### src/rtl/frame_capture_ctrl_pkg.sv
// Shared types and 640x480 defaults for the frame capture path and display address generator.
package frame_capture_ctrl_pkg;

  localparam int DEF_DATA_W       = 8;
  localparam int DEF_ADDR_W       = 18;
  localparam int DEF_FRAME_PIXELS = 153600;
  localparam int DEF_SKIP_FRAMES  = 4;

  typedef enum logic [2:0] {
    IDLE,
    SKIP,
    WAIT_FS,
    CAPTURE,
    DONE
  } cap_state_e;

  function automatic int cnt_width(input int max_val);
    return (max_val < 2) ? 1 : $clog2(max_val + 1);
  endfunction

endpackage

### src/rtl/frame_capture_ctrl_if.sv
// Frame buffer single-port bus plus the display read request/response channel.
interface frame_capture_ctrl_if
  import frame_capture_ctrl_pkg::*;
#(
  parameter int DATA_W = DEF_DATA_W,
  parameter int ADDR_W = DEF_ADDR_W
);

  logic              rd_req;
  logic [ADDR_W-1:0] rd_addr;
  logic              rd_ack;
  logic              rd_valid;
  logic [DATA_W-1:0] rd_data;

  logic [ADDR_W-1:0] mem_addr;
  logic              mem_we;
  logic [DATA_W-1:0] mem_wdata;
  logic [DATA_W-1:0] mem_rdata;

  modport master (
    input  rd_req, rd_addr, mem_rdata,
    output rd_ack, rd_valid, rd_data, mem_addr, mem_we, mem_wdata
  );

  modport slave (
    output rd_req, rd_addr, mem_rdata,
    input  rd_ack, rd_valid, rd_data, mem_addr, mem_we, mem_wdata
  );

endinterface

### src/rtl/frame_capture_ctrl_buffer_port_arb.sv
// Single-port buffer mux: a pending capture write always wins; display reads fill idle cycles.
module frame_capture_ctrl_buffer_port_arb #(
  parameter int DATA_W = 8,
  parameter int ADDR_W = 18
) (
  input  logic              clk,
  input  logic              resetn,
  input  logic              wr_en,
  input  logic [ADDR_W-1:0] wr_addr,
  input  logic [DATA_W-1:0] wr_data,
  input  logic              rd_req,
  input  logic [ADDR_W-1:0] rd_addr,
  output logic              rd_ack,
  output logic              rd_valid,
  output logic [DATA_W-1:0] rd_data,
  output logic [ADDR_W-1:0] mem_addr,
  output logic              mem_we,
  output logic [DATA_W-1:0] mem_wdata,
  input  logic [DATA_W-1:0] mem_rdata
);

  logic rd_valid_q, rd_valid_d;

  always_comb begin
    rd_ack     = resetn && rd_req && !wr_en;
    mem_we     = wr_en;
    mem_wdata  = wr_en ? wr_data : '0;
    mem_addr   = wr_en ? wr_addr : (rd_ack ? rd_addr : '0);
    rd_valid_d = rd_ack;
  end

  always_ff @(posedge clk) begin
    if (!resetn) begin
      rd_valid_q <= 1'b0;
    end else begin
      rd_valid_q <= rd_valid_d;
    end
  end

  // RAM read data lands exactly in the cycle after the granted address.
  assign rd_valid = rd_valid_q;
  assign rd_data  = rd_valid_q ? mem_rdata : '0;

endmodule

### src/rtl/frame_capture_ctrl.sv
// Armed, frame-aligned, bounded single-shot capture of one camera frame into the shared buffer.
//   state   | meaning
//   IDLE    | no capture requested since reset
//   SKIP    | discarding SKIP_FRAMES complete frames while the sensor settles
//   WAIT_FS | waiting for the next frame_start to align the capture
//   CAPTURE | writing pixels to addresses 0..FRAME_PIXELS-1
//   DONE    | frame (complete or truncated) held in buffer
module frame_capture_ctrl
  import frame_capture_ctrl_pkg::*;
#(
  parameter int DATA_W       = DEF_DATA_W,
  parameter int ADDR_W       = DEF_ADDR_W,
  parameter int FRAME_PIXELS = DEF_FRAME_PIXELS,
  parameter int SKIP_FRAMES  = DEF_SKIP_FRAMES
) (
  input  logic              clk,
  input  logic              resetn,
  input  logic              arm,
  input  logic              frame_start,
  input  logic              frame_end,
  input  logic              pix_valid,
  input  logic [DATA_W-1:0] pix_data,
  frame_capture_ctrl_if.master bus,
  output logic              busy,
  output logic              done,
  output logic              short_frame,
  output logic              overflow,
  output logic [ADDR_W:0]   pix_count
);

  localparam int              SKIP_W = cnt_width(SKIP_FRAMES);
  localparam logic [ADDR_W:0] FULL   = (ADDR_W + 1)'(FRAME_PIXELS);

  cap_state_e        state_q, state_d;
  logic [SKIP_W-1:0] skip_q, skip_d;
  logic [ADDR_W:0]   cnt_q, cnt_d;
  logic              done_q, done_d;
  logic              short_q, short_d;
  logic              ovf_q, ovf_d;
  logic              we_q, we_d;
  logic [ADDR_W-1:0] waddr_q, waddr_d;
  logic [DATA_W-1:0] wdata_q, wdata_d;

  always_ff @(posedge clk) begin
    if (!resetn) begin
      state_q <= IDLE;
      skip_q  <= '0;
      cnt_q   <= '0;
      done_q  <= 1'b0;
      short_q <= 1'b0;
      ovf_q   <= 1'b0;
      we_q    <= 1'b0;
      waddr_q <= '0;
      wdata_q <= '0;
    end else begin
      state_q <= state_d;
      skip_q  <= skip_d;
      cnt_q   <= cnt_d;
      done_q  <= done_d;
      short_q <= short_d;
      ovf_q   <= ovf_d;
      we_q    <= we_d;
      waddr_q <= waddr_d;
      wdata_q <= wdata_d;
    end
  end

  always_comb begin
    state_d = state_q;
    skip_d  = skip_q;
    cnt_d   = cnt_q;
    done_d  = done_q;
    short_d = short_q;
    ovf_d   = ovf_q;
    we_d    = 1'b0;
    waddr_d = waddr_q;
    wdata_d = wdata_q;

    case (state_q)
      IDLE, DONE: begin
        if (arm) begin
          state_d = (SKIP_FRAMES == 0) ? WAIT_FS : SKIP;
          skip_d  = SKIP_W'(SKIP_FRAMES);
          cnt_d   = '0;
          done_d  = 1'b0;
          short_d = 1'b0;
          ovf_d   = 1'b0;
        end
      end
      SKIP: begin
        if (frame_end) begin
          if (skip_q == SKIP_W'(1)) begin
            state_d = WAIT_FS;
          end
          skip_d = skip_q - 1'b1;
        end
      end
      WAIT_FS: begin
        if (frame_start) begin
          state_d = CAPTURE;
          cnt_d   = '0;
          ovf_d   = 1'b0;
        end
      end
      CAPTURE: begin
        // A second frame_start without frame_end means the previous frame was lost; restart at 0.
        if (frame_start && !frame_end) begin
          cnt_d = '0;
          ovf_d = 1'b0;
        end else begin
          if (pix_valid) begin
            if (cnt_q < FULL) begin
              we_d    = 1'b1;
              waddr_d = cnt_q[ADDR_W-1:0];
              wdata_d = pix_data;
              cnt_d   = cnt_q + 1'b1;
            end else begin
              ovf_d = 1'b1;
            end
          end
          if (frame_end) begin
            state_d = DONE;
            done_d  = 1'b1;
            short_d = (cnt_d < FULL);
          end
        end
      end
      default: state_d = IDLE;
    endcase
  end

  assign busy        = (state_q == SKIP) || (state_q == WAIT_FS) || (state_q == CAPTURE);
  assign done        = done_q;
  assign short_frame = short_q;
  assign overflow    = ovf_q;
  assign pix_count   = cnt_q;

  frame_capture_ctrl_buffer_port_arb #(
    .DATA_W(DATA_W),
    .ADDR_W(ADDR_W)
  ) u_arb (
    .clk      (clk),
    .resetn   (resetn),
    .wr_en    (we_q),
    .wr_addr  (waddr_q),
    .wr_data  (wdata_q),
    .rd_req   (bus.rd_req),
    .rd_addr  (bus.rd_addr),
    .rd_ack   (bus.rd_ack),
    .rd_valid (bus.rd_valid),
    .rd_data  (bus.rd_data),
    .mem_addr (bus.mem_addr),
    .mem_we   (bus.mem_we),
    .mem_wdata(bus.mem_wdata),
    .mem_rdata(bus.mem_rdata)
  );

endmodule

### src/flat_wrapper.sv
// flat-port wrapper written by rule: the top's interface ports become plain ports
module frame_capture_ctrl_flat import frame_capture_ctrl_pkg::*;
#(
  parameter int DATA_W       = DEF_DATA_W,
  parameter int ADDR_W       = DEF_ADDR_W,
  parameter int FRAME_PIXELS = DEF_FRAME_PIXELS,
  parameter int SKIP_FRAMES  = DEF_SKIP_FRAMES
)
  (clk, resetn, arm, frame_start, frame_end, pix_valid, pix_data, busy, done, short_frame, overflow, pix_count, bus_rd_req, bus_rd_addr, bus_mem_rdata, bus_rd_ack, bus_rd_valid, bus_rd_data, bus_mem_addr, bus_mem_we, bus_mem_wdata);
  frame_capture_ctrl_if #(.DATA_W(DATA_W), .ADDR_W(ADDR_W)) bus_i ();
  input  logic clk;
  input  logic resetn;
  input  logic arm;
  input  logic frame_start;
  input  logic frame_end;
  input  logic pix_valid;
  input  logic [DATA_W-1:0] pix_data;
  output logic busy;
  output logic done;
  output logic short_frame;
  output logic overflow;
  output logic [ADDR_W:0] pix_count;
  input wire logic [$bits(bus_i.rd_req)-1:0] bus_rd_req;
  input wire logic [$bits(bus_i.rd_addr)-1:0] bus_rd_addr;
  input wire logic [$bits(bus_i.mem_rdata)-1:0] bus_mem_rdata;
  output wire logic [$bits(bus_i.rd_ack)-1:0] bus_rd_ack;
  output wire logic [$bits(bus_i.rd_valid)-1:0] bus_rd_valid;
  output wire logic [$bits(bus_i.rd_data)-1:0] bus_rd_data;
  output wire logic [$bits(bus_i.mem_addr)-1:0] bus_mem_addr;
  output wire logic [$bits(bus_i.mem_we)-1:0] bus_mem_we;
  output wire logic [$bits(bus_i.mem_wdata)-1:0] bus_mem_wdata;
  assign bus_i.rd_req = bus_rd_req;
  assign bus_i.rd_addr = bus_rd_addr;
  assign bus_i.mem_rdata = bus_mem_rdata;
  assign bus_rd_ack = bus_i.rd_ack;
  assign bus_rd_valid = bus_i.rd_valid;
  assign bus_rd_data = bus_i.rd_data;
  assign bus_mem_addr = bus_i.mem_addr;
  assign bus_mem_we = bus_i.mem_we;
  assign bus_mem_wdata = bus_i.mem_wdata;
  frame_capture_ctrl #(.DATA_W(DATA_W), .ADDR_W(ADDR_W), .FRAME_PIXELS(FRAME_PIXELS), .SKIP_FRAMES(SKIP_FRAMES)) u_core (.clk(clk), .resetn(resetn), .arm(arm), .frame_start(frame_start), .frame_end(frame_end), .pix_valid(pix_valid), .pix_data(pix_data), .bus(bus_i), .busy(busy), .done(done), .short_frame(short_frame), .overflow(overflow), .pix_count(pix_count));
endmodule
### config.mk
export PLATFORM = sky130hd
export DESIGN_NAME = frame_capture_ctrl_flat
export DESIGN_NICKNAME = d
export VERILOG_FILES = /design/src/rtl/frame_capture_ctrl_pkg.sv /design/src/rtl/frame_capture_ctrl_if.sv /design/src/rtl/frame_capture_ctrl_buffer_port_arb.sv /design/src/rtl/frame_capture_ctrl.sv /design/src/flat_wrapper.sv
export SDC_FILE = /design/constraint.sdc
export NUM_CORES = 1
export LEC_CHECK = 0
export ABC_AREA = 1
export BUFFER_PORTS_ARGS = -buffer_cell sky130_fd_sc_hd__buf_4
export CAP_MARGIN = 5
export CORE_UTILIZATION = 47
export CTS_BUF_LIST = sky130_fd_sc_hd__clkbuf_2
export DETAILED_ROUTE_END_ITERATION = 8
export PLACE_DENSITY = 0.79
export SETUP_SLACK_MARGIN = 0.4
export SYNTH_ARGS = -nofsm -noshare
export SYNTH_HDL_FRONTEND = slang
export SYNTH_SLANG_ARGS = --single-unit
### constraint.sdc
create_clock -name clk -period 1.4 [get_ports clk]
set_input_delay 0.14 -clock clk [delete_from_list [all_inputs] [get_ports clk]]
set_output_delay 0.14 -clock clk [all_outputs]
set_load 0.03 [all_outputs]
==> impl_results.md, run 1 <==
* Run status: did not finish
* Failing step: clock tree synthesis
* Error msg: [ERROR DPL-0038] Utilization greater than 100%, impossible to legalize
* Total CTS buffers at 5
* Die X at 80.8 microns
* Hold bufs inserted after CTS at 9
* Post-synth top area share at about two fifths
* # clock sinks at 56
* Mapped Cells at between 400 and 500
* Row count at 28
* Pre-CTS setup slack at -0.284 ns
* Area leader, netlist: dfxtp_1
* Synth top area cells: dfxtp_1 38%, nand2_1 14%, inv_1 8.5%
* Top post-synthesis cells by count: 107 x nand2_1, 66 x inv_1, 59 x nor2_1, 56 x dfxtp_1, 39 x a21oi_1
* Initial Util at a little under 50%
* Primary FF master, synth: dfxtp_1
* Synthesized flop and latch total at 56
* Avg Inst Size Synth at 6.47 sq um
* Sequential area share after synthesis at 38.4%
* HPWL after DPL at 7190 microns
* CTS root buffer: clkbuf_2
* Placer congestion estimate at 0.934
* Io pins at 101
* Most frequent cell after synthesis: nand2_1
* Netlist cell types at 33
* # Post-CTS Setup Buffers at 43
* Synthesis Warnings at 0
* PortBufs at 100
* Asr flop ratio synth at 0%
* Syn Nets at 496
* Post-CTS sizing at 233
* Post-synth EDFFs at 0
* Die Ht at 80.8 microns
* Clock Tree Buf Depth at 2
* H-tree levels at 2
* Cell Area, Synth at 2920 sq um
[per-stage QoR]
stage               instances  area [sq um]  util (%)  hold WS (ns)  setup TNS, ns
global placement          684          4650      78.1         0.365          -5.67
floorplan                 451          3360         -         0.275          -5.24
detailed placement        684          4650      78.1         0.373          -8.70
[logic make-up after synthesis]
| group | after synthesis | share of synthesized area [%] |
|---|---|---|
| AO/OA/AOI/OAI | 107 | 20.2 |
| XOR/XNOR | 2 | 0.600 |
| buffers and inverters | 88 | 11.7 |
| flip-flops | 56 | 38.4 |
| adder cells (fa/ha/maj) | 4 | 1.71 |
| AND/OR/NAND/NOR | 194 | 27.4 |
==> run 2, diff against run 1 <==
CORE_UTILIZATION = 40   (was 47)
CTS_BUF_LIST = default   (was sky130_fd_sc_hd__clkbuf_2)
PLACE_DENSITY = default   (was 0.79)
PLACE_DENSITY_LB_ADDON = 0.15   (was default)
SETUP_SLACK_MARGIN = default   (was 0.4)
clock period = 1.8 ns   (was 1.4 ns; I/O delays follow)
==> run 2 against run 1 <==
  * The flow now finishes without violations
  * Synthesized area unchanged
  * Synthesized cell count unchanged
==> impl_results.md, run 2 <==
* Run status: complete, no violations
* Setup-failing EPs final at 0
* Hold bufs inserted after CTS at 0
* Vias in the first global route at 2921
* Mapped Cells at 451
* Max Slew Vio Count at 0
* Clock Tree Buf Depth at 2
* Finished Core Util at approximately three fifths
* Max reg flops at 19
* Worst Path Class, Setup: flip-flop to flip-flop
* H-tree levels at 2
* Core ar. at 6910 sq um
* DRT antenna net count at 0
* Die X at slightly below 90 microns
* Final min period at approximately 1.7 ns
* Tcrit/Tclk final at 94.0%
* Leakage at between 1.5 and 2 nW
* Total CTS buffers at 5
* Final hold violation count at 0
* Setup tns final at 0 ns
* Highest-count cells in the layout ignoring fill and taps: 130 x buf_4, 105 x nand2_1, 62 x inv_1, 51 x nor2_1, 45 x dfxtp_1
* First-pass GRT wire length at roughly 13000 microns
* Layout Cells excl Fill at 675
* CTS root buffer: clkbuf_8
* Row count at 30
* Most frequent cell after synthesis: nand2_1
* Slew headroom at 63.4%
* Worst-Margin Slew at 0.545 ns
* Placed Cells at 662
* Die Ht at 87.4 microns
* # nets final at roughly 620
* CP cell instances: inv_2 -> nand2_1 -> nor2_1 -> a21oi_2 -> inv_2 -> nor3_4 -> buf_12 -> buf_12 -> o21ai_1 -> a21oi_1
* Io pins at 101
* Avg Inst Size Synth at 6.47 sq um
* Reg2reg end: u_core.waddr_q[15]$_SDFFE_PN0P_
* Worst Path Max Fanout at 12
* Slowest stage delay, CP at 0.39 ns
* Antenna Diode Count at 0
* PortBufs at 100
* Post-synth top area share at between 30% and 40%
* Syn Nets at 496
* Crit. path cell count at 10
* Min-Delay Path Class: primary input to flip-flop
* Worst path arrival time at 1.92 ns
* CP Launch Type: flip-flop
* Critical Path Slowest Stage Cell: dfxtp_1
* Synth-to-layout area growth at 43.4%
* Initial antenna violation count at 0
* Largest net degree at the start of global routing at 27
* Clock insertion delay at the later pin of the skew report at 0.31 ns
* Die ar. at between 7000 and 8000 sq um
* Fin worst setup slack at around 0.11 ns
* Initial DRC Count at 136
* Gr usage total at 21.8%
* Placer congestion estimate at roughly 0.97
* CP endpoint: u_core.waddr_q[15]$_SDFFE_PN0P_
* # DRC at 0
* CP top delay family: compound AO/OA/AOI/OAI gates
* Primary FF master, synth: dfxtp_1
* Synthesis Warnings at 0
* Clock Skews at 0.0143 ns
* Synthesized flop and latch total at 56
* First drt pass iteration count at 4
* WL final at 8500 microns
* Max Cap Viol at 0
* Initial Util at between 40% and 50%
* Worst R2R Setup Slack at 0.11 ns
* Asr flop ratio synth at 0%
* HPWL after DPL at 6310 microns
* Overflow after GRT at 0
* Avg Vias per Cell at about 4.9
* Worst r2r src: u_core.pix_count[18]$_SDFFE_PN0P_
* Fill count at 717
* Power Density at around 780 nW/um^2
* Share of cells above drive strength 1 at 31.8%
* # clock sinks at 56
* Area leader, netlist: dfxtp_1
* Cell Area, Synth at roughly 2900 sq um
* Most common cell after layout, fill and taps aside: buf_4
* Routed WL per cell at 12.6 microns
* RSZ-0062 raised after global routing: true
* Worst vdd ir at 0.719 mV
* Critical path capture point type: flip-flop
* Netlist cell types at 33
* Reg2Reg Depth at 10
* Top post-synthesis cells by count: 107 x nand2_1, 66 x inv_1, 59 x nor2_1, 56 x dfxtp_1, 39 x a21oi_1
* Clock transition at path regs at 0.10 ns
* Sequential area share after synthesis at 38.4%
* Pre-CTS setup slack at -0.0525 ns
* DR vias at 3276
* Data required, critical path at 2.03 ns
* Post-synth EDFFs at 0
* FMAX at 0.591 GHz
* Bufs and invs on worst path at 4
* Synth top area cells: dfxtp_1 38%, nand2_1 14%, inv_1 8.5%
* CTS tree: yes
* Worst Setup SP: u_core.pix_count[18]$_SDFFE_PN0P_
run 2: stage by stage:
step / power [mW] / area, sq um / hold WS (ns)
4_1_cts: 3.17 / 4040 / 0.0942
2_1_floorplan: 2.10 / 2920 / 0.315
5_1_grt: 3.47 / 4190 / 0.0845
3_3_place_gp: 2.47 / 3940 / 0.406
3_5_place_dp: 2.49 / 3940 / 0.411
6_report: 3.26 / 4190 / 0.0948
run 2: power by group:
part	internal, mW	leakage [nW]	switching [mW]
combinational	0.449	1.44	0.718
clock	0.265	0.0400	0.399
sequential	1.34	0.459	0.0816
total	2.06	1.94	1.20
run 2: cell families after synthesis:
group                      share of synthesized area [%]
xor gates and xnor gates                           0.600
adders and majority gates                           1.71
and+or+nand+nor                                     27.4
buffers and inverters                               11.7
AOI/OAI and AO/OA                                   20.2
DFF                                                 38.4
run 2: worst min-delay path by stage:
stage	endpoint	slack, ns	cells past startpoint	startpoint
floorplan	u_core.wdata_q[0]$_SDFFE_PN0P_	0.31	2	pix_data[0]
global placement	u_core.wdata_q[4]$_SDFFE_PN0P_	0.41	3	pix_data[4]
detailed placement	u_core.wdata_q[5]$_SDFFE_PN0P_	0.41	3	pix_data[5]
CTS	u_core.wdata_q[5]$_SDFFE_PN0P_	0.09	3	pix_data[5]
global route	u_core.wdata_q[2]$_SDFFE_PN0P_	0.08	3	pix_data[2]
finish	u_core.wdata_q[5]$_SDFFE_PN0P_	0.09	3	pix_data[5]
run 2: cell type report:
cell class / instances / area, sq um / area share (%)
clock buffers: 5 / 68.8 / 1.64
clock inverters: 2 / 12.5 / 0.299
inverters: 75 / 287 / 6.84
multi-input cells: 308 / 1520 / 36.3
flip-flops and latches: 56 / 1140 / 27.2
well taps: 96 / 120 / 2.87
repair buffers: 133 / 1040 / 24.9
run 2: tightest hold or removal path, delay by kind of cell:
kind	cells	cell delay, ns
buf+inv	1	0.08
simple gates	2	0.11
run 2: timing repair:
action	CTS	global route
gates cloned	0	2
setup buffers	0	4
resized for setup	4	33
endpoints found under the setup margin	3	37
pin swaps	0	5
hold endpoints to repair	0	0
run 2: per-layer routing:
metal	GRT usage, %	routed length, microns
met2	38.5	4200
met4	4.47	97
met3	3.60	319
met5	0	0
met1	27.9	3880
Note: power is estimated with default switching activity, not from simulation.
==> run 3, diff against run 2 <==
RECOVER_POWER = 50   (was default)
==> run 3 against run 2 <==
  * First-iteration DRC count grew 7.4%
  * Utilization is 0.27 points lower
  * Die area unchanged
  * Critical endpoint unchanged
  * Sequential power hardly changed
  * Clock skew decreased by 0.0016 ns
  * Clock power is essentially flat
  * Wire length about the same
  * Largest cell class unchanged
  * Critical path depth stayed put
  * Setup slack improved by 0.0055 ns
  * Sequential cell count stayed put
  * Largest power group unchanged
  * Worst hold slack about the same
  * Final area down 0.45%
  * Highest routed layer unchanged
==> impl_results.md, run 3 (synthesis results as in run 2) <==
* FMAX at 0.593 GHz
* Tcrit/Tclk final at 93.7%
* DRT antenna net count at 0
* HPWL after DPL at 6310 microns
* Reg2reg end: u_core.waddr_q[15]$_SDFFE_PN0P_
* Placed Cells at 662
* Largest net degree at the start of global routing at 27
* Layout Cells excl Fill at 675
* WL final at ~8500 microns
* Worst R2R Setup Slack at 0.11 ns
* Initial Util at 42.3%
* Row count at 30
* Die X at 87.4 microns
* Routed WL per cell at around 13 microns
* Fin worst setup slack at 0.114 ns
* Clock Skews at around 0.013 ns
* Worst-Margin Slew at ~0.55 ns
* Power Density at 780 nW/um^2
* Leakage at 1.92 nW
* Initial antenna violation count at 0
* Total CTS buffers at 5
* Clock transition at path regs at 0.10 ns
* Avg Vias per Cell at between 4 and 5
* Io pins at ~100
* Clock insertion delay at the later pin of the skew report at just over 0.3 ns
* Min-Delay Path Class: primary input to flip-flop
* Die ar. at 7640 sq um
* Slew headroom at 63.4%
* First drt pass iteration count at 4
* Clock Tree Buf Depth at 2
* Fill count at 719
* Share of cells above drive strength 1 at a little under a third
* H-tree levels at 2
* Placer congestion estimate at approximately 0.97
* Pre-CTS setup slack at -0.0525 ns
* Worst path arrival time at approximately 1.9 ns
* Synth-to-layout area growth at 42.8%
* Reg2Reg Depth at 10
* Max Slew Vio Count at 0
* Worst Setup SP: u_core.pix_count[18]$_SDFFE_PN0P_
* Vias in the first global route at 2921
* CP endpoint: u_core.waddr_q[15]$_SDFFE_PN0P_
* RSZ-0062 raised after global routing: true
* Max Cap Viol at 0
* Critical Path Slowest Stage Cell: dfxtp_1
* Worst Path Class, Setup: flip-flop to flip-flop
* DR vias at 3269
* Worst vdd ir at 0.719 mV
* First-pass GRT wire length at 13300 microns
* Worst r2r src: u_core.pix_count[18]$_SDFFE_PN0P_
* CTS tree: yes
* Setup-failing EPs final at 0
* Final hold violation count at 0
* Worst Path Max Fanout at 12
* Final min period at 1.69 ns
* # DRC at 0
* CP cell instances: inv_2 -> nand2_1 -> nor2_1 -> a21oi_2 -> inv_2 -> nor3_4 -> buf_12 -> buf_12 -> o21ai_1 -> a21oi_1
* Gr usage total at 21.8%
* Slowest stage delay, CP at 0.39 ns
* Critical path capture point type: flip-flop
* Max reg flops at 19
* Overflow after GRT at 0
* Finished Core Util at just over 60%
* PortBufs at 100
* Data required, critical path at 2.03 ns
* Highest-count cells in the layout ignoring fill and taps: 125 x buf_4, 105 x nand2_1, 62 x inv_1, 51 x nor2_1, 45 x dfxtp_1
* Run status: complete, no violations
* CTS root buffer: clkbuf_8
* Core ar. at 6910 sq um
* Most common cell after layout, fill and taps aside: buf_4
* # clock sinks at 56
* # nets final at 624
* Initial DRC Count at roughly 150
* Die Ht at 87.4 microns
* Antenna Diode Count at 0
* CP Launch Type: flip-flop
-- run 3: cell types whose count changed in the layout (fill, tap and decap cells not counted), sizes merged --
cell	previous run	this run
buf	132	127
clkbuf	6	11
-- run 3: how the worst min path moves through the flow --
stage	depth (start not counted)	endpoint	slack, ns	start
after floorplan	2	u_core.wdata_q[0]$_SDFFE_PN0P_	0.31	pix_data[0]
after global placement	3	u_core.wdata_q[4]$_SDFFE_PN0P_	0.41	pix_data[4]
after detailed placement	3	u_core.wdata_q[5]$_SDFFE_PN0P_	0.41	pix_data[5]
after CTS	3	u_core.wdata_q[5]$_SDFFE_PN0P_	0.09	pix_data[5]
after global routing	3	u_core.wdata_q[2]$_SDFFE_PN0P_	0.08	pix_data[2]
final	3	u_core.wdata_q[5]$_SDFFE_PN0P_	0.09	pix_data[5]
-- run 3: where the power goes --
part           switching, mW  total [mW]  leakage [nW]  internal [mW]
Clock                  0.396       0.661        0.0400          0.265
Combinational          0.718        1.16          1.42          0.445
Sequential            0.0808        1.43         0.459           1.34
-- run 3: per-layer routing --
layer	vias up	routed length (microns)	GRT usage [%]
met5	-	0	0
met1	1477	3850	27.9
met2	87	4180	38.5
met3	10	355	3.60
li1	1695	-	-
met4	0	105	4.47
-- run 3: final cells by class --
class / count / area (sq um) / share of cell area (%)
clock buffer: 5 / 68.8 / 1.65
inverter: 75 / 287 / 6.87
clock inverter: 2 / 12.5 / 0.300
sequential: 56 / 1140 / 27.3
multi-input combinational: 308 / 1520 / 36.5
tap: 96 / 120 / 2.88
timing repair buffer: 133 / 1020 / 24.5
-- run 3: what timing repair did --
item                                    in CTS  in global routing
endpoints found under the setup margin       3                 37
hold buffers                                 0                  0
cloned                                       0                  2
gates resized for setup                      4                 33
setup buffers                                0                  4
pin swaps                                    0                  5
endpoints found under the hold margin        0                  0
-- run 3: per-stage QoR --
| stage | instance area, sq um | hold WS (ns) | setup TNS [ns] | power, mW |
|---|---|---|---|---|
| 3_3_place_gp | 3940 | 0.406 | -0.0356 | 2.47 |
| 5_1_grt | 4170 | 0.0845 | -0.0810 | 3.46 |
| 2_1_floorplan | 2920 | 0.315 | 0 | 2.10 |
| 4_1_cts | 4040 | 0.0942 | 0 | 3.17 |
| 3_5_place_dp | 3940 | 0.411 | -0.0525 | 2.49 |
| 6_report | 4170 | 0.0949 | 0 | 3.25 |
-- run 3: critical path: cells and delay by family (launching register included) --
kind                   cells  cell delay, ns
buffers and inverters      4            0.45
AOI/OAI and AO/OA          3            0.49
and+or+nand+nor            3            0.31
DFF                        1            0.39
